### config.mk
export PLATFORM = sky130hd
export DESIGN_NAME = ps2_key_event_decoder
export DESIGN_NICKNAME = d
export VERILOG_FILES = /design/src/rtl/ps2_key_event_decoder.sv
export SDC_FILE = /design/constraint.sdc
export NUM_CORES = 1
export LEC_CHECK = 0
export BUFFER_PORTS_ARGS = -buffer_cell sky130_fd_sc_hd__buf_2
export CAP_MARGIN = 20
export CORE_UTILIZATION = 58
export DETAILED_ROUTE_END_ITERATION = 8
export GPL_TIMING_DRIVEN = 0
export HOLD_SLACK_MARGIN = 0.03
export PLACE_DENSITY = 0.8
export SLEW_MARGIN = 5
export SYNTH_ARGS = -nofsm -noshare
export SYNTH_HDL_FRONTEND = slang
export SYNTH_SLANG_ARGS = --single-unit
export TNS_END_PERCENT = 30
### constraint.sdc
create_clock -name CLK_50M -period 3 [get_ports CLK_50M]
set_clock_uncertainty 0.2 [all_clocks]
set_input_delay 0 -clock CLK_50M [delete_from_list [all_inputs] [get_ports CLK_50M]]
set_output_delay 0 -clock CLK_50M [all_outputs]
set_load 0.05 [all_outputs]
### src/rtl/ps2_key_event_decoder.sv
// PS/2 scan-code to per-key event decoder.
// Turns the receiver byte stream into press/release pulses and held levels
// for a parameterised key table. Handles E0 (extended), F0 (break), the E1
// pause sequence and a stale-prefix timeout.
// Optional internal auto-repeat is built when KEY_AUTO_REPEAT_EN is defined.
//
// state   | meaning
// --------+-----------------------------------------------
// IDLE    | waiting for a prefix or a plain make code
// EXT     | E0 seen, next code is extended
// BRK     | F0 seen, next code is a plain break
// EXT_BRK | E0 F0 seen, next code is an extended break
// PAUSE   | E1 seen, swallowing the rest of the pause sequence
module ps2_key_event_decoder #(
  parameter int                    NUM_KEYS       = 8,
  parameter logic [NUM_KEYS*9-1:0] KEY_CODES      = {9'h15A, 9'h029, 9'h02D, 9'h04D,
                                                     9'h172, 9'h175, 9'h174, 9'h16B},
  parameter int                    TIMEOUT_CYCLES = 2_500_000,
  parameter int                    REPEAT_DELAY   = 25_000_000,
  parameter int                    REPEAT_PERIOD  = 5_000_000
) (
  input  logic                CLK_50M,
  input  logic                RST_N,
  input  logic [7:0]          ps2_byte,
  input  logic                ps2_state,
  output logic [NUM_KEYS-1:0] key_press,
  output logic [NUM_KEYS-1:0] key_release,
  output logic [NUM_KEYS-1:0] key_held,
  output logic                unknown_code,
  output logic [8:0]          last_code
);

  localparam int IW = (NUM_KEYS > 1) ? $clog2(NUM_KEYS) : 1;
  localparam int GW = (TIMEOUT_CYCLES > 2) ? $clog2(TIMEOUT_CYCLES) : 1;
  localparam logic [GW-1:0] GAP_MAX = GW'(TIMEOUT_CYCLES - 1);

  typedef enum logic [2:0] {S_IDLE, S_EXT, S_BRK, S_EXT_BRK, S_PAUSE} state_t;

  state_t              r_state, w_next;
  logic                r_ps2, r_ps2_d;
  logic [GW-1:0]       r_gap;
  logic [2:0]          r_skip;
  logic                w_byte_stb;
  logic                w_done, w_make, w_ext;
  logic [8:0]          w_code;
  logic                w_hit;
  logic [IW-1:0]       w_idx;
  logic                w_press_evt, w_rel_evt;
  logic [NUM_KEYS-1:0] w_rep_vec;

  assign w_byte_stb  = r_ps2 & ~r_ps2_d;
  assign w_code      = {w_ext, ps2_byte};
  assign w_press_evt = w_done & w_make & w_hit & ~key_held[w_idx];
  assign w_rel_evt   = w_done & ~w_make & w_hit & key_held[w_idx];

  // register the byte-valid level and delay it for edge detection
  always_ff @(posedge CLK_50M or negedge RST_N) begin
    if (!RST_N) begin
      r_ps2   <= 1'b0;
      r_ps2_d <= 1'b0;
    end else begin
      r_ps2   <= ps2_state;
      r_ps2_d <= r_ps2;
    end
  end

  // next-state decode and classification of the completed code
  always_comb begin
    w_next = r_state;
    w_done = 1'b0;
    w_make = 1'b0;
    w_ext  = 1'b0;
    if (w_byte_stb) begin
      case (r_state)
        S_IDLE: begin
          if (ps2_byte == 8'hE0)      w_next = S_EXT;
          else if (ps2_byte == 8'hF0) w_next = S_BRK;
          else if (ps2_byte == 8'hE1) w_next = S_PAUSE;
          else begin
            w_done = 1'b1;
            w_make = 1'b1;
          end
        end
        S_EXT: begin
          w_ext = 1'b1;
          if (ps2_byte == 8'hF0) w_next = S_EXT_BRK;
          else if (ps2_byte != 8'hE0 && ps2_byte != 8'hE1) begin
            w_done = 1'b1;
            w_make = 1'b1;
            w_next = S_IDLE;
          end
        end
        S_BRK: begin
          w_done = 1'b1;
          w_next = S_IDLE;
        end
        S_EXT_BRK: begin
          w_ext  = 1'b1;
          w_done = 1'b1;
          w_next = S_IDLE;
        end
        S_PAUSE: begin
          if (r_skip <= 3'd1) w_next = S_IDLE;
        end
        default: w_next = S_IDLE;
      endcase
    end else if (r_state != S_IDLE && r_gap == GAP_MAX) begin
      w_next = S_IDLE;
    end
  end

  // parallel table match; iterating downwards lets the lowest index win
  always_comb begin
    w_hit = 1'b0;
    w_idx = '0;
    for (int i = NUM_KEYS - 1; i >= 0; i--) begin
      if (KEY_CODES[9*i +: 9] == w_code) begin
        w_hit = 1'b1;
        w_idx = IW'(i);
      end
    end
  end

  // state register, prefix gap timer and pause byte counter
  always_ff @(posedge CLK_50M or negedge RST_N) begin
    if (!RST_N) begin
      r_state <= S_IDLE;
      r_gap   <= '0;
      r_skip  <= '0;
    end else begin
      r_state <= w_next;
      if (w_byte_stb || w_next == S_IDLE) r_gap <= '0;
      else if (r_gap != GAP_MAX)          r_gap <= r_gap + 1'b1;
      if (r_state == S_IDLE && w_next == S_PAUSE)       r_skip <= 3'd7;
      else if (r_state == S_PAUSE && w_byte_stb && r_skip != 3'd0) r_skip <= r_skip - 1'b1;
    end
  end

  // event pulses, held levels and last complete code
  always_ff @(posedge CLK_50M or negedge RST_N) begin
    if (!RST_N) begin
      key_press    <= '0;
      key_release  <= '0;
      key_held     <= '0;
      unknown_code <= 1'b0;
      last_code    <= '0;
    end else begin
      key_press    <= w_rep_vec;
      key_release  <= '0;
      unknown_code <= 1'b0;
      if (w_done) begin
        last_code <= w_code;
        if (!w_hit) unknown_code <= 1'b1;
        else if (w_press_evt) begin
          key_held[w_idx]  <= 1'b1;
          key_press[w_idx] <= 1'b1;
        end else if (w_rel_evt) begin
          key_held[w_idx]    <= 1'b0;
          key_release[w_idx] <= 1'b1;
        end
      end
    end
  end

`ifdef KEY_AUTO_REPEAT_EN
  localparam int RMAX = (REPEAT_DELAY > REPEAT_PERIOD) ? REPEAT_DELAY : REPEAT_PERIOD;
  localparam int RW   = (RMAX > 2) ? $clog2(RMAX) : 1;

  logic          r_rep_on;
  logic [IW-1:0] r_rep_idx;
  logic [RW-1:0] r_rep_cnt;

  // fire when the tracked key's down-counter hits zero, unless it is being released now
  always_comb begin
    w_rep_vec = '0;
    if (r_rep_on && r_rep_cnt == '0 && key_held[r_rep_idx] &&
        !(w_rel_evt && w_idx == r_rep_idx))
      w_rep_vec[r_rep_idx] = 1'b1;
  end

  // single tracker following the most recent press
  always_ff @(posedge CLK_50M or negedge RST_N) begin
    if (!RST_N) begin
      r_rep_on  <= 1'b0;
      r_rep_idx <= '0;
      r_rep_cnt <= '0;
    end else if (w_press_evt) begin
      r_rep_on  <= 1'b1;
      r_rep_idx <= w_idx;
      r_rep_cnt <= RW'(REPEAT_DELAY - 1);
    end else if (r_rep_on) begin
      if (w_rel_evt && w_idx == r_rep_idx) r_rep_on  <= 1'b0;
      else if (r_rep_cnt == '0)            r_rep_cnt <= RW'(REPEAT_PERIOD - 1);
      else                                 r_rep_cnt <= r_rep_cnt - 1'b1;
    end
  end
`else
  logic [1:0] w_unused_rep;
  assign w_unused_rep = {REPEAT_DELAY[0], REPEAT_PERIOD[0]};
  assign w_rep_vec    = '0;
`endif

endmodule

# --- Yosys cells after proc, flatten, opt, wreduce, memory -nomap -nowiden ---
# Cells that the tools add are included.
classes:
  order_cmp: 3
  n_reduce_logical: 17
  bitwise: 13
  addsub: 2
  eq_ne: 20
  muxes: 55
ops:
  columns: ["operator", "count"]
  rows:
  - ["8-bit two-way mux", 9]
  - ["3-bit two-way mux", 18]
  - ["9-bit == test (first input constant)", 5]
  - ["22-bit two-way mux", 2]
  - ["8-bit == test (second input constant)", 3]
  - ["22-bit by 1-bit adder with 22-bit output (second input constant)", 1]
  - ["22-bit == test (second input constant)", 1]
  - ["22-bit != test (second input constant)", 1]
  - ["1-bit two-way mux", 21]
  - ["6-bit by 9-bit == test with 1-bit output (first input constant)", 2]
  - ["8-bit != test (second input constant)", 2]
  - ["7-bit by 9-bit == test with 1-bit output (first input constant)", 1]
  - ["3-bit case mux with 3 select lines", 1]
  - ["8-bit AND", 1]
  - ["8-bit NOT", 1]
  - ["8-bit bitwise OR", 1]
  - ["1-bit AND", 7]
  - ["3-bit by 2-bit == test with 1-bit output (second input constant)", 2]
  - ["3-bit == test (second input constant)", 2]
  - ["1-bit logical AND", 6]
  - ["3-bit zero test", 2]
  - ["2-bit nonzero test", 3]
  - ["3-bit nonzero test", 2]
  - ["3-bit by 4-bit < comparator with 1-bit output (second input constant)", 1]
  - ["other kinds (12)", 15]
totals:
  in_bits: 11
  ff_bits: 64
  word_cells: 120
  output_inout_bits: 34

# --- Logic depth before layout (Yosys ltp) ---
# Gate-level depths: netlist of the first run.
depth:
  word_depth: 21
  ltp_mapped: 8
  mapped_depth_nobuf: 6

# --- Worst setup path after synthesis of the first run ---
# Ideal clock, no wire load.
synth_path:
  path_kind: "register -> register"
  from: "reg with a tool-made name"
  to: "reg with a tool-made name"
  path_stages_with_launch: 7
  slack_ns: 0.838
  arrival_time_ns: 1.836
  setup_time_ns: 0.126
  required_time_ns: 2.674
  path_buffers: 1
  period_less_slack_ns: 2.162
  path_cell_list: "dfrtp_1 > or3b_2 > a21oi_1 > o21a_4 > or3_1 > buf_6 > o32a_1"

# --- Worst setup path after layout of the first run ---
layout_path:
  from: "reg r_ps2_d"
  to: "reg key_press[0]"
layout_via:
  elab_chain_len: 19
  word_cells_on_any_way: 43
  cone_classes: "order compare (2); eq/ne (8); mux (26); bitwise (6); reduce/logical (1)"
layout_lines:
  columns: ["element", "line", "text"]
  rows:
  - ["start, declared", "40", "logic r_ps2, r_ps2_d;"]
  - ["start signal, assigned", "63", "r_ps2_d <= r_ps2;"]
  - ["1-bit NOT (*)", "51", "assign w_byte_stb = r_ps2 & ~r_ps2_d;"]
  - ["1-bit AND (*)", "51", null]
  - ["1-bit two-way mux", "73", "if (w_byte_stb) begin"]
  - ["9-bit == test", "117", "if (KEY_CODES[9*i +: 9] == w_code) begin"]
  - ["3-bit two-way mux (8 in series)", "117", null]
  - ["3-bit by 4-bit < comparator with 1-bit output (not written as such) (tied with other cells)", "156", "key_press[w_idx] <= 1'b1;"]
  - ["1-bit logical AND (not written as such) or 1-bit two-way mux (tied branches)", "156, 53", null]
  - ["1-bit two-way mux (not written as such) or 1-bit NOT (tied branches)", "156, 53", null]
  - ["1-bit demux with 3-bit select or 1-bit AND (tied branches)", "156, 53", null]
  - ["8-bit two-way mux", "154", "else if (w_press_evt) begin"]
  - ["8-bit two-way mux", "153", "if (!w_hit) unknown_code <= 1'b1;"]
  - ["8-bit two-way mux (*)", "151", "if (w_done) begin"]
  - ["end signal, assigned", "148", "key_press <= w_rep_vec;"]
  - ["end, declared", "26", "output logic [NUM_KEYS-1:0] key_press,"]
# Mark *: on every way between the ends. The rest lies on a longest branch, timed or not. The select of a mux whose other input is x is not followed.
# A chain may end at the register's enable or synchronous reset.

==> reports/results.txt, run 1 <==
Pleak = 0.00178 uW
Max cap viols = 0
Worst-path clk slew = 70 ps
Post-route antenna net violation count = 0
Switching Fraction = 29.5%
Distinct cells, synth = 65
CP max-delay cell = nor3_1
Vias per cell = 6.01
Setup bufs post-CTS = 0
CP required = 2970 ps
Num Clock Sinks = 64
RSZ-0062 raised after global routing = false
Die Wd = 79.5 microns
Initial Util = 61.7%
Fin util = 72.4%
Crit path capture type = flip-flop
DP HPWL = 5.29 mm
Core footprint = 5640 sq um
Syn_area_per_cell = 10.5 sq um
GR Layer Usage met3 = 5.26%
Yosys warning total = 0
Psw = 577 uW
# rows = 27
Post-synthesis async set-or-reset flop share = 100%
Root buffer cell = clkbuf_8
Hold violation count in the final report = 0
Dpl cells = 447
Pre-antenna DRT Iters = 5
Pwr dens = 479 nW/um^2
Post-synth EDFFs = 0
Top Usage Layer GRT = met2
Clock Latency Late Sink = 340 ps
CP peak stage delay = 690 ps
Final critical-path required period = 2370 ps
Drt drc = 0
Initial antenna violation count = 0
P_int = 1380 uW
Area Growth Syn to Fin = 17.4%
Worst setup path category = flip-flop to flip-flop
Period utilization = 78.9%
Post-synth top flop = dfrtp_1
First-pass GRT wire length = 13.1 mm
Share of layout cells above drive strength 1 = 27.7%
Total CTS buffers = 9
HP Class = input port to async pin
Die Y-Extent = 79.5 microns
Synth Net Count = 347
Largest net degree at the start of global routing = 65
Synth Cell Area = 3480 sq um
Vias = 2,844
Slew @ Worst Pin = 808 ps
Max VDD drop = 0.398 mV
Reg-to-reg startpoint = r_ps2_d$_DFF_PN0_
Worst hold margin = 84.5 ps
Cell count after synthesis = 332
Final setup vio count = 0
Crit-path cells = nand4bb_2 > nand4_2 > a211oi_2 > nor3_1 > a211oi_1
Non-filler cells, final = 473
Initial drt markers = 207
Worst setup path start = r_ps2_d$_DFF_PN0_
Total Wirelength = 7.58 mm
I/O Buffers = 43
Register area share after synthesis = 46.0%
Die footprint = 6310 sq um
Flop pwr share = 47.4%
Status = finished, final reports clean
Gpl congestion = 0.886
Fmax = 422 MHz
Vias in the first global route = 2,812
Clock buffer depth = 2
WL/cell = 16.0 microns
Slew Viols, Final = 0
# diodes = 0
GRT Util Overall = 27.2%
Clk pwr share = 37.4%
Tot Pwr = 1960 uW
GRT overflow = 0
Slew HR = 45.7%
Top-level I/O count = 45
Yosys reg bits = 64
Final TNS setup = 0 ps
CTS tree = done
Final nets = 411
Met1 Use GR = 37.3%
CP arrival = 2340 ps
GRT met2 Usage = 42.4%
Critical Path Source Type = flip-flop
Comb pwr share = 15.2%
Crit Path Max Fanout = 8
H-tree depth = 3
power groups by stage:
stage	Clock (uW)	Combinational (uW)	Sequential [uW]
CTS	738	300	927
global route	784	329	933
detailed placement	0	289	943
global placement	0	281	942
finish	732	297	927
floorplan	0	127	1020
metal layers:
metal	wire length (microns)	share of wire [%]
met4	96	1.3
met5	0	0
met3	445	5.9
met2	3520	46
met1	3520	46
cell families after synthesis:
kind of cell               count (synthesis)  synth area share (%)
buffers and inverters                     23                  3.96
and+or+nand+nor                          148                  27.8
xor gates and xnor gates                  13                  3.27
AOI/OAI and AO/OA                         72                  14.9
DFF                                       64                  46.0
adders and majority gates                  4                  1.44
muxes                                      8                  2.59
area by class of cell:
type	count	area (sq um)
flip-flops and latches	64	1600
fillers	405	1560
plain buffers	17	115
clock inverters	7	72.6
multi-input cells	245	1740
well taps	72	90.1
clock buffers	9	124
inverters	6	22.5
repair buffers	53	318
cell usage in the layout, fill, tap and decap left out, types with 4 or more instances in the layout:
| cell type | count |
|---|---|
| xor2_1 | 12 |
| nand3_1 | 9 |
| ha_1 | 4 |
| nor3_1 | 9 |
| o211ai_1 | 7 |
| dlygate4sd3_1 | 10 |
| nor2b_1 | 6 |
| nor4b_1 | 5 |
| and3_1 | 4 |
| o21ai_0 | 16 |
| inv_1 | 6 |
| clkbuf_8 | 9 |
| a21oi_1 | 16 |
| buf_2 | 50 |
| nand4_1 | 15 |
| nand2_1 | 22 |
| nor4_1 | 4 |
| or3_1 | 6 |
| nor2_1 | 21 |
| or4_1 | 5 |
| buf_4 | 4 |
| buf_6 | 4 |
| nor4_2 | 6 |
| dfrtp_1 | 64 |
| a211oi_1 | 8 |
| mux2_2 | 8 |
| o31ai_1 | 7 |
path summary, 6_finish.rpt:
kind	end	slack (ps)	cells past startpoint
setup / recovery	key_press[0]$_DFF_PN0_	630	5
hold / removal	r_gap[13]$_DFFE_PN0P_	80	2
setup reg to reg	key_press[0]$_DFF_PN0_	630	5
hold reg to reg	r_gap[0]$_DFFE_PN0P_	270	1
max in group asynchronous	last_code[2]$_DFFE_PN0P_	2010	2
min in group CLK_50M	r_ps2$_DFF_PN0_	100	2
cells in the mapped netlist (all sizes together), types with 3 or more instances:
library cell,number,share of area [%]
nand3,9,1.3
buf,15,3.1
and3,6,1.3
inv,6,0.65
o211ai,8,1.9
nand2,22,2.4
or3,6,1.1
nor4,10,2.9
nor4b,5,1.3
a211oi,9,2.1
nor2b,6,1.1
dfrtp,64,46
nand2b,3,0.54
and4bb,5,1.8
ha,4,1.4
o21ai,17,2.6
mux2,8,2.6
xor2,12,3.0
or4,5,1.1
nor3b,3,0.79
a21oi,16,2.3
and4,3,0.76
nor2,23,2.8
o31ai,7,1.5
nor3,9,1.3
nand4,17,3.4
what timing repair did:
item / in CTS / in global routing
resized for setup: 0 / 0
hold buffers: 10 / 0
endpoints found under the hold margin: 84 / 0
through the flow:
stage	cell area (sq um)	setup WS [ps]
floorplan	3480	838
global placement	3780	707
detailed placement	3790	658
CTS	4080	628
global route	4080	434
finish	4080	633
worst max-delay path, delay by kind of cell (launching register included):
kind / cells / cell delay [ps]
AOI/OAI and AO/OA: 2 / 330
DFF: 1 / 420
and+or+nand+nor: 3 / 1250
(Power assumes the default switching activity.)
==> run 2, diff against run 1 <==
- ABC_AREA: default -> 1
- CORE_UTILIZATION: 58 -> 52
- PLACE_DENSITY: 0.8 -> 0.76
- clock period: 3 -> 2 ns (I/O delays scaled with it)
==> reports/results.txt, run 2 <==
Yosys reg bits = 64 (unchanged)
Root buffer cell = clkbuf_8 (unchanged)
Drt drc = 0 (unchanged)
Die footprint = 6770 sq um (was 6310 sq um)
Clock buffer depth = 2 (unchanged)
Worst-path clk slew = 70 ps (about the same)
Slew HR = 47.7% (was 45.7%)
Post-synthesis async set-or-reset flop share = 100% (unchanged)
Critical Path Source Type = flip-flop (unchanged)
Most frequent cells after synthesis = nand2_1 (85), inv_1 (65), dfrtp_1 (64) (was dfrtp_1 (64), nand2_1 (22), nor2_1 (21))
Clock Latency Late Sink = 340 ps (about the same)
R2R depth = 13 (was 5)
Die Wd = 82.3 microns (was 79.5 microns)
Initial drt markers = 234 (was 207)
Initial Util = 55.3% (was 61.7%)
Largest net degree at the start of global routing = 65 (unchanged)
WL/cell = 13.5 microns (was 16.0 microns)
Period utilization = 106% (was 78.9%)
Setup WS post-layout = -128 ps (was 633 ps)
GRT overflow = 0 (unchanged)
Synth top area cells = dfrtp_1 (48%), nand2_1 (9.5%), inv_1 (7.3%) (was dfrtp_1 (46%), xor2_1 (3.0%), nand4_1 (2.7%))
Distinct cells, synth = 29 (was 65)
Synth Net Count = 427 (was 347)
Failing checks = setup timing
Non-filler cells, final = 581 (was 473)
CP arrival = 2170 ps (was 2340 ps)
Slew @ Worst Pin = 785 ps (was 808 ps)
Cell count after synthesis = 412 (was 332)
Num Clock Sinks = 64 (unchanged)
Count leader, synth = nand2_1 (was dfrtp_1)
Initial antenna violation count = 0 (unchanged)
DP HPWL = 4.77 mm (was 5.29 mm)
Pleak = 0.00236 uW (was 0.00178 uW)
Commonest cells after routing, fill and taps aside = nand2_1 (77), dfrtp_1 (59), inv_1 (57) (was dfrtp_1 (64), buf_2 (50), nand2_1 (22))
Slew Viols, Final = 0 (unchanged)
Crit path capture type = flip-flop (unchanged)
Die Y-Extent = 82.3 microns (was 79.5 microns)
Post-synth top flop = dfrtp_1 (unchanged)
Vias = 2,988 (was 2,844)
Vias per cell = 5.14 (was 6.01)
Status = complete, but fails checks (was finished, final reports clean)
Syn_area_per_cell = 8.13 sq um (was 10.5 sq um)
Vias in the first global route = 2,841 (was 2,812)
CP required = 2040 ps (was 2970 ps)
Hold path depth = 7
Area Growth Syn to Fin = 31.9% (was 17.4%)
Hold violation count in the final report = 0 (unchanged)
Dpl cells = 531 (was 447)
Core footprint = 6060 sq um (was 5640 sq um)
Max cap viols = 0 (unchanged)
First-pass GRT wire length = 12.4 mm (was 13.1 mm)
Most common cell after layout, fill and taps aside = nand2_1 (was dfrtp_1)
Leading area contributor after synthesis = dfrtp_1 (unchanged)
Final critical-path required period = 2130 ps (was 2370 ps)
Max VDD drop = 0.480 mV (was 0.398 mV)
Final setup vio count = 26 (was 0)
Top-level I/O count = 45 (unchanged)
Worst setup path category = flip-flop to flip-flop (unchanged)
Tot Pwr = 3350 uW (was 1960 uW)
Post-synth EDFFs = 0 (unchanged)
Fmax = 470 MHz (was 422 MHz)
Filler cells = 418 (was 405)
Synth Cell Area = 3350 sq um (was 3480 sq um)
GRT Util Overall = 24.3% (was 27.2%)
Pre-antenna DRT Iters = 5 (unchanged)
Post-route antenna net violation count = 0 (unchanged)
Yosys top cell area share = 47.8% (was 46.0%)
# rows = 28 (was 27)
Total CTS buffers = 9 (unchanged)
Final nets = 516 (was 411)
Pwr dens = 758 nW/um^2 (was 479 nW/um^2)
Crit Path Max Fanout = 8 (unchanged)
Pre-CTS WS = -179 ps (was 658 ps)
Gpl congestion = 0.904 (was 0.886)
H-tree depth = 3 (unchanged)
Share of layout cells above drive strength 1 = 32.6% (was 27.7%)
HP Class = input port to flip-flop (was input port to async pin)
CTS tree = done (unchanged)
I/O Buffers = 44 (was 43)
# diodes = 0 (unchanged)
Total Wirelength = 7.82 mm (was 7.58 mm)
Register area share after synthesis = 47.8% (was 46.0%)
Yosys warning total = 0 (unchanged)
RSZ-0062 raised after global routing = true (was false)
-- run 2: cell count changes in the layout (fill, tap and decap cells not counted), sizes merged, moves of 7 or more --
cell | before | now
nand4 | 17 | 6
a21oi | 16 | 0
a211oi | 9 | 0
mux2 | 8 | 0
inv | 6 | 77
nand2 | 22 | 101
nor2 | 23 | 67
nand3 | 9 | 34
dlygate4sd3 | 10 | 17
o31ai | 7 | 0
-- run 2: critical path, cell delays in order (launching register included) --
cell	delay [ps]
dfrtp_1	420
inv_2	60
nor2_4	150
nand2_4	100
nor2_8	180
o21ai_2	100
nand3_2	110
inv_2	50
nand3_2	90
nand3_4	130
nor2_8	220
nand2_2	90
nand2_2	70
inv_1	40
-- run 2: cell families after synthesis --
logic type | share of synthesized area, %
and+or+nand+nor | 31.9
xor gates and xnor gates | 5.23
buffers and inverters | 9.04
adders and majority gates | 1.49
AOI/OAI and AO/OA | 4.56
DFF | 47.8
-- run 2: per-stage QoR --
stage	setup TNS [ps]	hold WS, ps	util [%]	instance area [sq um]
final	-1380	37.5	72.9	4420
after global routing	-7050	101	72.9	4420
after CTS	-175	17.3	69.5	4210
after detailed placement	-2890	-90.3	60.5	3670
after global placement	-1730	-91.3	60.4	3660
after floorplan	0	-496	-	3350
-- run 2: power by group --
group	switching, uW	internal, uW	total [uW]
logic	450	225	675
registers	64.5	1380	1440
clock network	506	729	1240
-- run 2: repair_timing --
| item | in CTS | in global routing |
|---|---|---|
| hold buffers | 17 | 0 |
| buffers inserted | 9 | 7 |
| setup endpoints to repair | 36 | 56 |
| pin swaps | 24 | 16 |
| gates cloned | 0 | 1 |
| gates resized for setup | 20 | 43 |
| hold endpoints to repair | 78 | 0 |
-- run 2: metal layers --
layer  vias up  wire length (microns)  part of all wire [%]  track usage [%]
met1      1390                   3410                    44             31.9
met5         -                      0                     0                0
li1       1453                      -                     -                -
met2       118                   3800                    49             38.7
met3        27                    425                   5.4             3.85
met4         0                    187                   2.4             12.6
-- run 2: final cells by class --
class	instances	area (sq um)	area share (%)
Inverter	77	289	6.54
Timing Repair Buffer	78	566	12.8
Multi-Input combinational cell	268	1610	36.4
Clock inverter	6	82.6	1.87
Sequential cell	64	1610	36.4
Clock buffer	10	138	3.12
Buffer	3	33.8	0.765
Tap cell	75	93.8	2.12
-- run 2: final timing paths --
path / startpoint / endpoint / slack, ps
worst min-delay path: ps2_byte[0] / r_state[1]$_DFF_PN0_ / 40
min in group asynchronous: RST_N / r_gap[15]$_DFFE_PN0P_ / 80
worst max register to register: r_ps2$_DFF_PN0_ / flip-flop / -130
worst max-delay path: r_ps2$_DFF_PN0_ / flip-flop / -130
worst min register to register: r_ps2$_DFF_PN0_ / r_ps2_d$_DFF_PN0_ / 280
max in group asynchronous: RST_N / r_gap[16]$_DFFE_PN0P_ / 950
==> run 3, diff against run 2 <==
- ABC_AREA: 1 -> default
- CAP_MARGIN: 20 -> default
==> reports/results.txt, run 3 (synthesized netlist as in run 1, its figures left out) <==
Crit Path Max Fanout = 8 (unchanged)
Num Clock Sinks = 64 (unchanged)
CP max-delay cell = dfrtp_2 (was dfrtp_1)
Core footprint = 6420 sq um (was 6060 sq um)
Worst path buffer plus inverter count = 2 (was 3)
Failing checks = DRC, setup timing (was setup timing)
RSZ-0062 raised after global routing = true (unchanged)
Top-level I/O count = 45 (unchanged)
Filler cells = 419 (was 418)
Total Wirelength = 9.82 mm (was 7.82 mm)
# diodes = 0 (unchanged)
Final critical-path required period = 2190 ps (was 2130 ps)
I/O Buffers = 43 (was 44)
Max VDD drop = 0.523 mV (was 0.480 mV)
Slew @ Worst Pin = 796 ps (was 785 ps)
Final TNS setup = -4920 ps (was -1380 ps)
Worst hold margin = 66.0 ps (was 37.5 ps)
Vias in the first global route = 3,005 (was 2,841)
WL/cell = 19.1 microns (was 13.5 microns)
CTS tree = done (unchanged)
HP Class = input port to flip-flop (unchanged)
Design Area, Final = 4730 sq um (was 4420 sq um)
CP required = 2050 ps (was 2040 ps)
Gpl congestion = 0.876 (was 0.904)
Most frequent CP cell = buf_6
GRT overflow = 0 (unchanged)
Vias per cell = 6.36 (was 5.14)
H-tree depth = 3 (unchanged)
Pre-CTS WS = -285 ps (was -179 ps)
Die footprint = 7020 sq um (was 6770 sq um)
Clock Latency Late Sink = 350 ps (was 340 ps)
Vias = 3,273 (was 2,988)
First-pass GRT wire length = 14.9 mm (was 12.4 mm)
Pleak = 0.00202 uW (was 0.00236 uW)
Pre-antenna DRT Iters = 8 (was 5)
Initial Util = 54.2% (was 55.3%)
Slew Viols, Final = 0 (unchanged)
Post-route antenna net violation count = 0 (unchanged)
Final setup vio count = 41 (was 26)
Status = complete, but fails checks (unchanged)
Cell family with most CP delay = simple AND/OR/NAND/NOR gates (unchanged)
Fmax = 456 MHz (was 470 MHz)
Most common cell after layout, fill and taps aside = dfrtp_1 (was nand2_1)
Die Wd = 83.8 microns (was 82.3 microns)
CP peak stage delay = 440 ps (was 420 ps)
Crit-path cells = and4bb_1 > buf_6 > and3_4 > o21a_4 > or3_1 > buf_6 > o32a_1 (was inv_2 > nor2_4 > nand2_4 > nor2_8 > o21ai_2 > nand3_2 > inv_2 > nand3_2 > nand3_4 > nor2_8 > nand2_2 > nand2_2 > inv_1)
Drt drc = 9 (was 0)
Max cap viols = 0 (unchanged)
Share of layout cells above drive strength 1 = 40.6% (was 32.6%)
Initial drt markers = 392 (was 234)
# rows = 29 (was 28)
Total CTS buffers = 9 (unchanged)
Setup WS post-layout = -195 ps (was -128 ps)
Worst setup path category = flip-flop to flip-flop (unchanged)
Pwr dens = 671 nW/um^2 (was 758 nW/um^2)
Placed inst area = 3830 sq um (was 3670 sq um)
GRT Util Overall = 27.0% (was 24.3%)
Period utilization = 110% (was 106%)
Worst-path clk slew = 90 ps (was 70 ps)
Critical Path Source Type = flip-flop (unchanged)
Commonest cells after routing, fill and taps aside = dfrtp_1 (55), buf_2 (46), buf_4 (34) (was nand2_1 (77), dfrtp_1 (59), inv_1 (57))
Root buffer cell = clkbuf_8 (unchanged)
Crit path capture type = flip-flop (unchanged)
DP HPWL = 5.26 mm (was 4.77 mm)
Final nets = 448 (was 516)
CP arrival = 2240 ps (was 2170 ps)
Slew HR = 46.9% (was 47.7%)
Area Growth Syn to Fin = 35.9% (was 31.9%)
Largest net degree at the start of global routing = 65 (unchanged)
Die Y-Extent = 83.8 microns (was 82.3 microns)
Clock buffer depth = 2 (unchanged)
Initial antenna violation count = 0 (unchanged)
Hold violation count in the final report = 0 (unchanged)
## run 3: changes by cell type in the layout (fill, tap and decap cells not counted), moves of 11 or more
cell / change
buf_4: +21
nor2_1: -33
nand3_1: -14
nand2_1: -56
inv_1: -51
a21oi_1: +11
inv_2: -20
nand2_2: -18
## run 3: layout make-up
type                            instances  area [sq um]  share of cell area [%]
Buffer                                 16           145                    3.07
Clock buffer                            9           124                    2.62
Clock inverter                          7           104                    2.20
Inverter                                6          22.5                   0.476
Multi-Input combinational cell        246          2020                    42.7
Sequential cell                        64          1610                    34.1
Tap cell                               77          96.3                    2.04
Timing Repair Buffer                   90           607                    12.8
## run 3: where the power goes
group | leakage [uW] | switching [uW] | internal [uW]
Sequential | 0.000844 | 39.6 | 1350
Clock | 0.000114 | 560 | 714
Combinational | 0.00106 | 331 | 172
## run 3: worst reg2reg max path, cell delays in order, from the launching register on
cell,delay [ps]
dfrtp_2,440
and4bb_1,210
buf_6,130
and3_4,150
o21a_4,110
or3_1,410
buf_6,170
o32a_1,280
## run 3: final timing paths
check | slack [ps] | cells past startpoint | start | end
max in group asynchronous | 950 | 2 | RST_N | r_gap[11]$_DFFE_PN0P_
setup / recovery | -190 | 7 | r_ps2$_DFF_PN0_ | flip-flop
hold / removal | 70 | 4 | ps2_byte[2] | key_press[5]$_DFF_PN0_
min in group asynchronous | 80 | 2 | RST_N | last_code[2]$_DFFE_PN0P_
hold reg to reg | 240 | 0 | r_ps2$_DFF_PN0_ | r_ps2_d$_DFF_PN0_
setup reg to reg | -190 | 7 | r_ps2$_DFF_PN0_ | flip-flop
## run 3: what timing repair did
action                                  4_1_cts  5_1_grt
pin swaps                                    10       23
resized for setup                            30       37
hold endpoints to repair                     88        0
endpoints found under the setup margin       40       51
cloned                                        3        1
setup buffers                                15       15
hold buffers                                 14        0
## run 3: stage by stage
step	total power (uW)	instances	util, %
2_1_floorplan	1720	332	-
3_3_place_gp	1840	452	59.6
3_5_place_dp	1850	452	59.7
4_1_cts	3160	500	69.5
5_1_grt	3280	515	73.6
6_report	3170	515	73.6
## run 3: metal layers
layer,track usage [%],routed length (microns)
met1,36.7,4170
met2,42.6,4830
met3,4.75,586
met4,11.4,230
met5,0,0
